==> src/rtl/change_dispenser.sv <==
// Coin-change payout controller: greedy HI/MID/LO selection, one coin per ack, settle gap between coins.
// Optional ack watchdog enabled by defining CHANGE_TIMEOUT_EN.
module change_dispenser #(
    parameter int DENOM_HI    = 5,
    parameter int DENOM_MID   = 2,
    parameter int DENOM_LO    = 1,
    parameter int ACK_TIMEOUT = 255,
    parameter int GAP_CYCLES  = 4
) (
    input  logic       clk,
    input  logic       rst,
    input  logic       change_returning,
    input  logic [7:0] change_due,
    input  logic [2:0] hopper_empty,
    input  logic       eject_ack,
    output logic       eject_req,
    output logic [1:0] eject_sel,
    output logic       busy,
    output logic       done_pulse,
    output logic       fault,
    output logic [7:0] remaining,
    output logic [7:0] coins_paid
);

    typedef enum logic [2:0] {IDLE, SELECT, EJECT, GAP, DONE, FAULT} state_t;

    localparam logic [7:0]  DENOM_TAB [3] = '{8'(DENOM_LO), 8'(DENOM_MID), 8'(DENOM_HI)};
    localparam logic [15:0] GAP_LAST = (GAP_CYCLES > 1) ? 16'(GAP_CYCLES - 1) : 16'd0;

    state_t      state_reg, state_next;
    logic        eject_req_reg, eject_req_next;
    logic [1:0]  eject_sel_reg, eject_sel_next;
    logic [7:0]  remaining_reg, remaining_next;
    logic [7:0]  coins_paid_reg, coins_paid_next;
    logic [15:0] gap_cnt_reg, gap_cnt_next;
    logic [7:0]  denom_cur;
    logic [2:0]  coin_ok;

`ifdef CHANGE_TIMEOUT_EN
    localparam logic [15:0] TMO_LAST = (ACK_TIMEOUT > 1) ? 16'(ACK_TIMEOUT - 1) : 16'd0;
    logic [15:0] tmo_cnt_reg, tmo_cnt_next;
`endif

    // A coin qualifies when its hopper has stock and it does not overpay.
    for (genvar gi = 0; gi < 3; gi++) begin : g_coin_ok
        assign coin_ok[gi] = !hopper_empty[gi] && (remaining_reg >= DENOM_TAB[gi]);
    end

    always_comb begin
        case (eject_sel_reg)
            2'd2:    denom_cur = DENOM_TAB[2];
            2'd1:    denom_cur = DENOM_TAB[1];
            default: denom_cur = DENOM_TAB[0];
        endcase
    end

    always_ff @(posedge clk or posedge rst) begin
        if (rst) begin
            state_reg      <= IDLE;
            eject_req_reg  <= 1'b0;
            eject_sel_reg  <= 2'd0;
            remaining_reg  <= 8'd0;
            coins_paid_reg <= 8'd0;
            gap_cnt_reg    <= 16'd0;
`ifdef CHANGE_TIMEOUT_EN
            tmo_cnt_reg    <= 16'd0;
`endif
        end else begin
            state_reg      <= state_next;
            eject_req_reg  <= eject_req_next;
            eject_sel_reg  <= eject_sel_next;
            remaining_reg  <= remaining_next;
            coins_paid_reg <= coins_paid_next;
            gap_cnt_reg    <= gap_cnt_next;
`ifdef CHANGE_TIMEOUT_EN
            tmo_cnt_reg    <= tmo_cnt_next;
`endif
        end
    end

    always_comb begin
        state_next      = state_reg;
        eject_req_next  = eject_req_reg;
        eject_sel_next  = eject_sel_reg;
        remaining_next  = remaining_reg;
        coins_paid_next = coins_paid_reg;
        gap_cnt_next    = gap_cnt_reg;
`ifdef CHANGE_TIMEOUT_EN
        tmo_cnt_next    = tmo_cnt_reg;
`endif
        case (state_reg)
            IDLE: begin
                if (change_returning && change_due != 8'd0) begin
                    remaining_next  = change_due;
                    coins_paid_next = 8'd0;
                    state_next      = SELECT;
                end
            end
            SELECT: begin
                gap_cnt_next = 16'd0;
`ifdef CHANGE_TIMEOUT_EN
                tmo_cnt_next = 16'd0;
`endif
                if (remaining_reg == 8'd0) begin
                    state_next = DONE;
                end else if (coin_ok[2]) begin
                    eject_sel_next = 2'd2;
                    eject_req_next = 1'b1;
                    state_next     = EJECT;
                end else if (coin_ok[1]) begin
                    eject_sel_next = 2'd1;
                    eject_req_next = 1'b1;
                    state_next     = EJECT;
                end else if (coin_ok[0]) begin
                    eject_sel_next = 2'd0;
                    eject_req_next = 1'b1;
                    state_next     = EJECT;
                end else begin
                    state_next = FAULT;
                end
            end
            EJECT: begin
                if (eject_ack) begin
                    eject_req_next  = 1'b0;
                    remaining_next  = remaining_reg - denom_cur;
                    coins_paid_next = (coins_paid_reg == 8'hFF) ? 8'hFF : coins_paid_reg + 8'd1;
                    gap_cnt_next    = 16'd0;
                    state_next      = GAP;
                end
`ifdef CHANGE_TIMEOUT_EN
                else if (tmo_cnt_reg >= TMO_LAST) begin
                    eject_req_next = 1'b0;
                    state_next     = FAULT;
                end else begin
                    tmo_cnt_next = tmo_cnt_reg + 16'd1;
                end
`endif
            end
            GAP: begin
                if (gap_cnt_reg >= GAP_LAST) begin
                    state_next = SELECT;
                end else begin
                    gap_cnt_next = gap_cnt_reg + 16'd1;
                end
            end
            DONE:    state_next = IDLE;
            FAULT:   state_next = FAULT;
            default: state_next = IDLE;
        endcase
    end

    assign eject_req  = eject_req_reg;
    assign eject_sel  = eject_sel_reg;
    assign remaining  = remaining_reg;
    assign coins_paid = coins_paid_reg;
    assign busy       = (state_reg != IDLE) && (state_reg != FAULT);
    assign done_pulse = (state_reg == DONE);
    assign fault      = (state_reg == FAULT);

endmodule
==> config.mk <==
export PLATFORM = sky130hd
export DESIGN_NAME = change_dispenser
export DESIGN_NICKNAME = d
export VERILOG_FILES = /design/src/rtl/change_dispenser.sv
export SDC_FILE = /design/constraint.sdc
export NUM_CORES = 1
export LEC_CHECK = 0
export ABC_AREA = 1
export BUFFER_PORTS_ARGS = -buffer_cell sky130_fd_sc_hd__buf_2
export CAP_MARGIN = 20
export CORE_MARGIN = 1.5
export CORE_UTILIZATION = 45
export DETAILED_ROUTE_END_ITERATION = 12
export MAX_ROUTING_LAYER = met4
export PLACE_DENSITY = 0.66
export SLEW_MARGIN = 5
export SYNTH_ARGS = -nofsm -noshare
export SYNTH_HDL_FRONTEND = slang
export SYNTH_SLANG_ARGS = --single-unit
==> constraint.sdc <==
create_clock -name clk -period 2.48 [get_ports clk]
set_input_delay 0.124 -clock clk [delete_from_list [all_inputs] [get_ports clk]]
set_output_delay 0.124 -clock clk [all_outputs]
set_load 0.05 [all_outputs]
# Yosys cells after proc, flatten, opt, wreduce, memory -nomap -nowiden
# Cells that the tools add are included.
dict set report word_totals {
  output_inout_bits 22
  word_cells 78
  ff_bits 38
}
dict set report op_classes {
  n_lt_le_gt_ge 4
  bitwise 1
  reduce_logical 21
  add_sub_neg 3
  muxes 28
  n_eq_ne 15
}
# op n
set op_table {}
lappend op_table {{$pmux W16 S3} 1}
lappend op_table {{$mux W8} 5}
lappend op_table {{$mux W16} 2}
lappend op_table {{$pmux W8 S2} 2}
lappend op_table {{$mux W3} 7}
lappend op_table {{$add A16 B1 Y16 const B} 1}
lappend op_table {{$ge A16 B2 Y1 const B} 1}
lappend op_table {{$pmux W3 S5} 1}
lappend op_table {{$reduce_and A3 Y1} 4}
lappend op_table {{$ne A2 B2 Y1 const B} 5}
lappend op_table {{$reduce_bool A3 Y1} 3}
lappend op_table {{$add A8 B1 Y8 const B} 1}
lappend op_table {{$eq A8 B8 Y1 const B} 1}
lappend op_table {{$ge A8 B1 Y1 const B} 1}
lappend op_table {{$ge A8 B2 Y1 const B} 1}
lappend op_table {{$ge A8 B3 Y1 const B} 1}
lappend op_table {{$logic_not A8 Y1} 1}
lappend op_table {{$reduce_bool A8 Y1} 1}
lappend op_table {{$sub A8 B8 Y8} 1}
lappend op_table {{$eq A3 B2 Y1 const B} 2}
lappend op_table {{$eq A3 B3 Y1 const B} 2}
lappend op_table {{$mux W2} 3}
lappend op_table {{$pmux W3 S2} 1}
lappend op_table {{$logic_and A1 B1 Y1} 5}
lappend op_table {{other kinds (12)} 19}

# Logic depth before layout (Yosys ltp)
dict set report depth {
  word_depth 7
  depth_mapped 15
  mapped_depth_nobuf 15
}

# Worst setup path before layout
# No wires, ideal clock.
dict set report synth_path {
  path_type {reg2reg}
  startpoint {register eject_sel_reg[0] (netlist: eject_sel[0])}
  endpoint {register remaining_reg[6] (netlist: remaining[6])}
  setup_slack_ns 0.294
  arrival_ns 2.059
  setup_ns 0.127
  path_stages_with_launch 16
  synth_period_minus_slack_ns 2.186
  path_cell_list {dfrtp_1 -> inv_1 -> nor2_1 -> inv_1 -> ha_1 -> fa_1 -> inv_1 -> nand2_1 -> nand2_1 -> inv_1 -> nand2_1 -> nand2_1 -> nand3_1 -> nand2_1 -> nand2_1 -> o21ai_0}
}
dict set report synth_via {
  elab_chain_cells 5
}
# item line_no
set synth_lines {}
lappend synth_lines {{start, declared} 32} ;# logic [1:0] eject_sel_reg, eject_sel_next;
lappend synth_lines {{start signal, assigned} 71} ;# eject_sel_reg <= eject_sel_next;
lappend synth_lines {{$eq A2 B1 Y1 / $eq A2 B2 Y1 (equally long branches)} 50} ;# case (eject_sel_reg)
lappend synth_lines {{$pmux W3 S2 (*)} 50}
lappend synth_lines {{$sub A8 B8 Y8 (*)} 125} ;# remaining_next = remaining_reg - denom_cur;
lappend synth_lines {{$mux W8 (*)} 123} ;# if (eject_ack) begin
lappend synth_lines {{$pmux W8 S2 (*)} 91} ;# case (state_reg)
lappend synth_lines {{end signal, assigned} 72} ;# remaining_reg <= remaining_next;
lappend synth_lines {{end, declared} 33} ;# logic [7:0] remaining_reg, remaining_next;
# Every way passes the cells marked *; elsewhere a longest branch is shown, timed or not. The select of a mux whose other input is x is not followed.
# A chain may end at the register's enable or synchronous reset.

# Final worst setup path
# Ends and elaborated chain as after synthesis.

==> summary.txt <==
CTS
--------------------------------------------------------------------------------------------------------
Number of CTS-inserted buffers                                                                         5
Max H-tree Level                                                                                       2
Clk root buf                                                                                sky130_fd_sc_hd__clkbuf_8
Clock tree from TritonCTS                                                                           done
Number of buffers on the longest clock path                                                            2
Clock latency of the later-clocked register in the worst-skew pair                               0.29 ns
Number of sinks handled by clock tree synthesis                                                       38
Post-CTS clock slew at the launch and capture registers of the worst setup and hold paths        0.08 ns

SETUP PATH
--------------------------------------------------------------------------------------------------------
Reg-to-reg startpoint                                                                       eject_sel[0]$_DFFE_PP0P_
CP max-delay cell                                                                           sky130_fd_sc_hd__dfrtp_1
Largest fanout on the critical path                                                                    3
Delay contributed by the slowest stage of the critical path                                      0.37 ns
Critical Path End Type                                                                          register
Critical Path, Cell by Cell                                                                 inv_1 -> nor2_1 -> inv_1 -> ha_1 -> fa_1 -> inv_1 -> nand2_1 -> nand2_1 -> inv_1 -> nand2_1 -> nand2_1 -> nand3_1 -> nand2_1 -> nand2_1 -> o21ai_0
Depth of the most critical reg-to-reg path                                                            15
Cell family contributing the most delay on the critical path                                simple AND/OR/NAND/NOR gates
Required time of the critical path                                                               2.65 ns
Type of the worst setup path                                                                register to register
Cell repeated most along the worst path                                                     sky130_fd_sc_hd__nand2_1
Startpoint type of the worst setup path                                                         register
Number of buffer and inverter instances along the worst setup path                                     4
Worst-case register-to-register setup slack                                                      0.47 ns
Worst EP arrival                                                                                 2.18 ns
Reg-to-reg endpoint                                                                         remaining[6]$_DFFE_PP0P_

DIE
--------------------------------------------------------------------------------------------------------
Die span in y                                                                               72.7 microns
Die W                                                                                       72.7 microns
Die Outline Area                                                                            0.00528 sq mm
I/O pins                                                                                              37
FP Rows                                                                                               25
Core Area                                                                                   0.00469 sq mm
Initial Util                                                                                       0.465

PLACED DESIGN
--------------------------------------------------------------------------------------------------------
Placed Instance Area                                                                        0.00242 sq mm
Final weighted congestion in routability-driven placement                                          0.797
Half-perimeter wire length after detailed placement                                         3290 microns
IO buf count                                                                                          36

YOSYS
--------------------------------------------------------------------------------------------------------
Share of the synthesized area in the top cell type                                                 0.436
Synthesized instance count                                                                           299
Average cell area after synthesis                                                             7.30 sq um
Top cell type by total area after synthesis                                                 sky130_fd_sc_hd__dfrtp_1
Post-Syn Area                                                                               0.00218 sq mm
Share of synthesized area occupied by flip-flops and latches                                       0.436
Number of storage elements in the synthesis netlist                                                   38
Number of synthesis warnings                                                                           0
Leading post-synthesis cells by cell area                                                   sky130_fd_sc_hd__dfrtp_1 44%, sky130_fd_sc_hd__nand2_1 13%, sky130_fd_sc_hd__nor2_1 8.8%, sky130_fd_sc_hd__inv_1 8.6%, sky130_fd_sc_hd__nand3_1 5.7%
Synthesized Nets                                                                                     320
Number of different library cells in the post-synthesis netlist                                       25

ROUTE
--------------------------------------------------------------------------------------------------------
Routed vias/inst                                                                                    4.84
DR DRC count                                                                                           0
Pre-Repair DR Iteration Count                                                                          4
Total length of routed wires                                                                4520 microns
Antenna-violating nets left                                                                            0
Vias                                                                                               1,923
Routed wire per std cell                                                                    11.4 microns
Number of violations reported at the end of detailed-routing iteration 0                              48

FINISH
--------------------------------------------------------------------------------------------------------
Share of cells above drive strength 1                                                              0.169
Nets                                                                                                 363
Number of flip-flops under the largest register name                                                  16
Final instance area                                                                         0.00257 sq mm
Commonest cells after routing, fill and taps aside                                          74 x sky130_fd_sc_hd__nand2_1, 51 x sky130_fd_sc_hd__nor2_1, 50 x sky130_fd_sc_hd__inv_1
Ant diodes                                                                                             0
Area growth from synthesis to layout                                                               17.7%
Leading cell type in the layout, fill and taps excluded                                     sky130_fd_sc_hd__nand2_1

GLOBAL ROUTING
--------------------------------------------------------------------------------------------------------
Pin count of the biggest net entering global routing                                                  39
Global-route wire length before repair                                                      7630 microns
Final global-route overflow total                                                                      0
Global router's overall resource usage                                                             0.191
Initial antenna violation count                                                                        0
Number of global-route vias before repair                                                          1,764

JOB
--------------------------------------------------------------------------------------------------------
Maximum Capacitance Violations                                                                         0

TIMING
--------------------------------------------------------------------------------------------------------
Number of hold violations in the final report                                                          0
Final cycle utilization of the critical path                                                       0.811
Worst slew slack as a fraction of its limit                                                        0.679
Post-Route Setup TNS                                                                                0 ns
Max Fclk                                                                                       0.497 GHz
Post-route minimum period                                                                        2.01 ns
Least-Margin Pin Slew                                                                           0.482 ns
Layout Skew                                                                                   0.00456 ns
Number of pins with negative max-slew slack in the final report                                        0
RSZ-0062 raised after global routing                                                               false
# setup viols final                                                                                    0

POWER
--------------------------------------------------------------------------------------------------------
Maximum ir drop on the vdd rail                                                                   604 uV
Leakage power                                                                                    1.36 nW
Cell area power density                                                                     1370 mW/mm^2

WORST HOLD PATH
--------------------------------------------------------------------------------------------------------
Class of the tightest hold or removal check                                                 input port to register
Endpoint of the worst hold-timing path                                                      remaining[5]$_DFFE_PP0P_
Launch point of the worst hold path                                                         change_due[5]
Hold depth                                                                                             4

STATUS
--------------------------------------------------------------------------------------------------------
Run status                                                                                  finished, final reports clean

timing repair:
action | in CTS | in global routing
endpoints found under the hold margin | 38 | 0
gates resized for setup | 0 | 0
buffers inserted | 0 | 0
hold buffers | 1 | 0
area by class of cell:
type                    count  area [sq um]
well taps                  54          67.6
fillers                   454          2120
inverters                  53           201
repair buffers             38           198
clock inverters             2          60.1
clock buffers               6          82.6
flip-flops and latches     38           951
multi-input cells         206          1010
logic make-up after synthesis:
kind of cell    Yosys count  synth area share
simple gates            165             0.336
buf+inv                  55             0.103
flops                    38             0.436
compound gates           33            0.0802
fa+ha+maj                 6            0.0378
xor+xnor                  2           0.00802
synthesized netlist by cell type:
master and number:
sky130_fd_sc_hd__nor3_1 1, sky130_fd_sc_hd__fa_1 1, sky130_fd_sc_hd__a21oi_1 4, sky130_fd_sc_hd__or2_2 2, sky130_fd_sc_hd__o211ai_2 1, sky130_fd_sc_hd__nand4_1 3, sky130_fd_sc_hd__nand2_1 74, sky130_fd_sc_hd__nand3b_1 2
sky130_fd_sc_hd__nand2_4 2, sky130_fd_sc_hd__nand3_1 25, sky130_fd_sc_hd__nor2_8 2, sky130_fd_sc_hd__o21bai_1 1, sky130_fd_sc_hd__inv_2 2, sky130_fd_sc_hd__inv_4 1, sky130_fd_sc_hd__nor2_2 1, sky130_fd_sc_hd__nand2_2 1
sky130_fd_sc_hd__dfrtp_1 38, sky130_fd_sc_hd__nor2_1 51, sky130_fd_sc_hd__o21ai_1 6, sky130_fd_sc_hd__inv_1 50, sky130_fd_sc_hd__ha_1 5, sky130_fd_sc_hd__buf_6 2, sky130_fd_sc_hd__xor2_1 2, sky130_fd_sc_hd__nand4_2 1
sky130_fd_sc_hd__o21ai_0 21
tightest hold or removal path: stages:
cell and delay (ns):
sky130_fd_sc_hd__buf_2 0.09, sky130_fd_sc_hd__or2_2 0.10, sky130_fd_sc_hd__nand3_1 0.07, sky130_fd_sc_hd__nand2_1 0.05
where the power goes:
part	switching, mW	leakage, nW	total, mW	internal, mW
clock network	0.226	0.0714	0.655	0.429
registers	0.200	0.502	0.991	0.791
logic	1.35	0.791	1.87	0.513
routing by layer:
layer | vias to the layer above | track usage | part of all wire
met5 | - | - | 0
met4 | 0 | 0.0734 | 0.018
met3 | 9 | 0.0470 | 0.041
met2 | 33 | 0.286 | 0.43
met1 | 869 | 0.250 | 0.51
li1 | 1012 | - | -
worst max path at each step:
stage                          endpoint  slack, ns  cells after the start                     start
2_1_floorplan  remaining[6]$_DFFE_PP0P_       0.29                     15  eject_sel[0]$_DFFE_PP0P_
3_3_place_gp   remaining[6]$_DFFE_PP0P_       0.57                     14  eject_sel[1]$_DFFE_PP0P_
3_5_place_dp   remaining[6]$_DFFE_PP0P_       0.48                     14  eject_sel[1]$_DFFE_PP0P_
4_1_cts        remaining[6]$_DFFE_PP0P_       0.47                     14  eject_sel[1]$_DFFE_PP0P_
5_1_grt        remaining[6]$_DFFE_PP0P_       0.28                     14  eject_sel[1]$_DFFE_PP0P_
6_report       remaining[6]$_DFFE_PP0P_       0.47                     15  eject_sel[0]$_DFFE_PP0P_
metrics by stage:
step                      cells  power (mW)  hold WS [ns]  worst slack [ns]   util
final                       397        3.51         0.170             0.468  0.547
after global routing        397        3.78         0.182             0.276  0.547
after CTS                   397        3.53         0.154             0.468  0.547
after detailed placement    388        2.87         0.267             0.480  0.515
after global placement      388        2.85         0.272             0.571  0.515
after floorplan             299        2.49         0.316             0.294      -
Note: power is estimated with default switching activity, not from simulation.
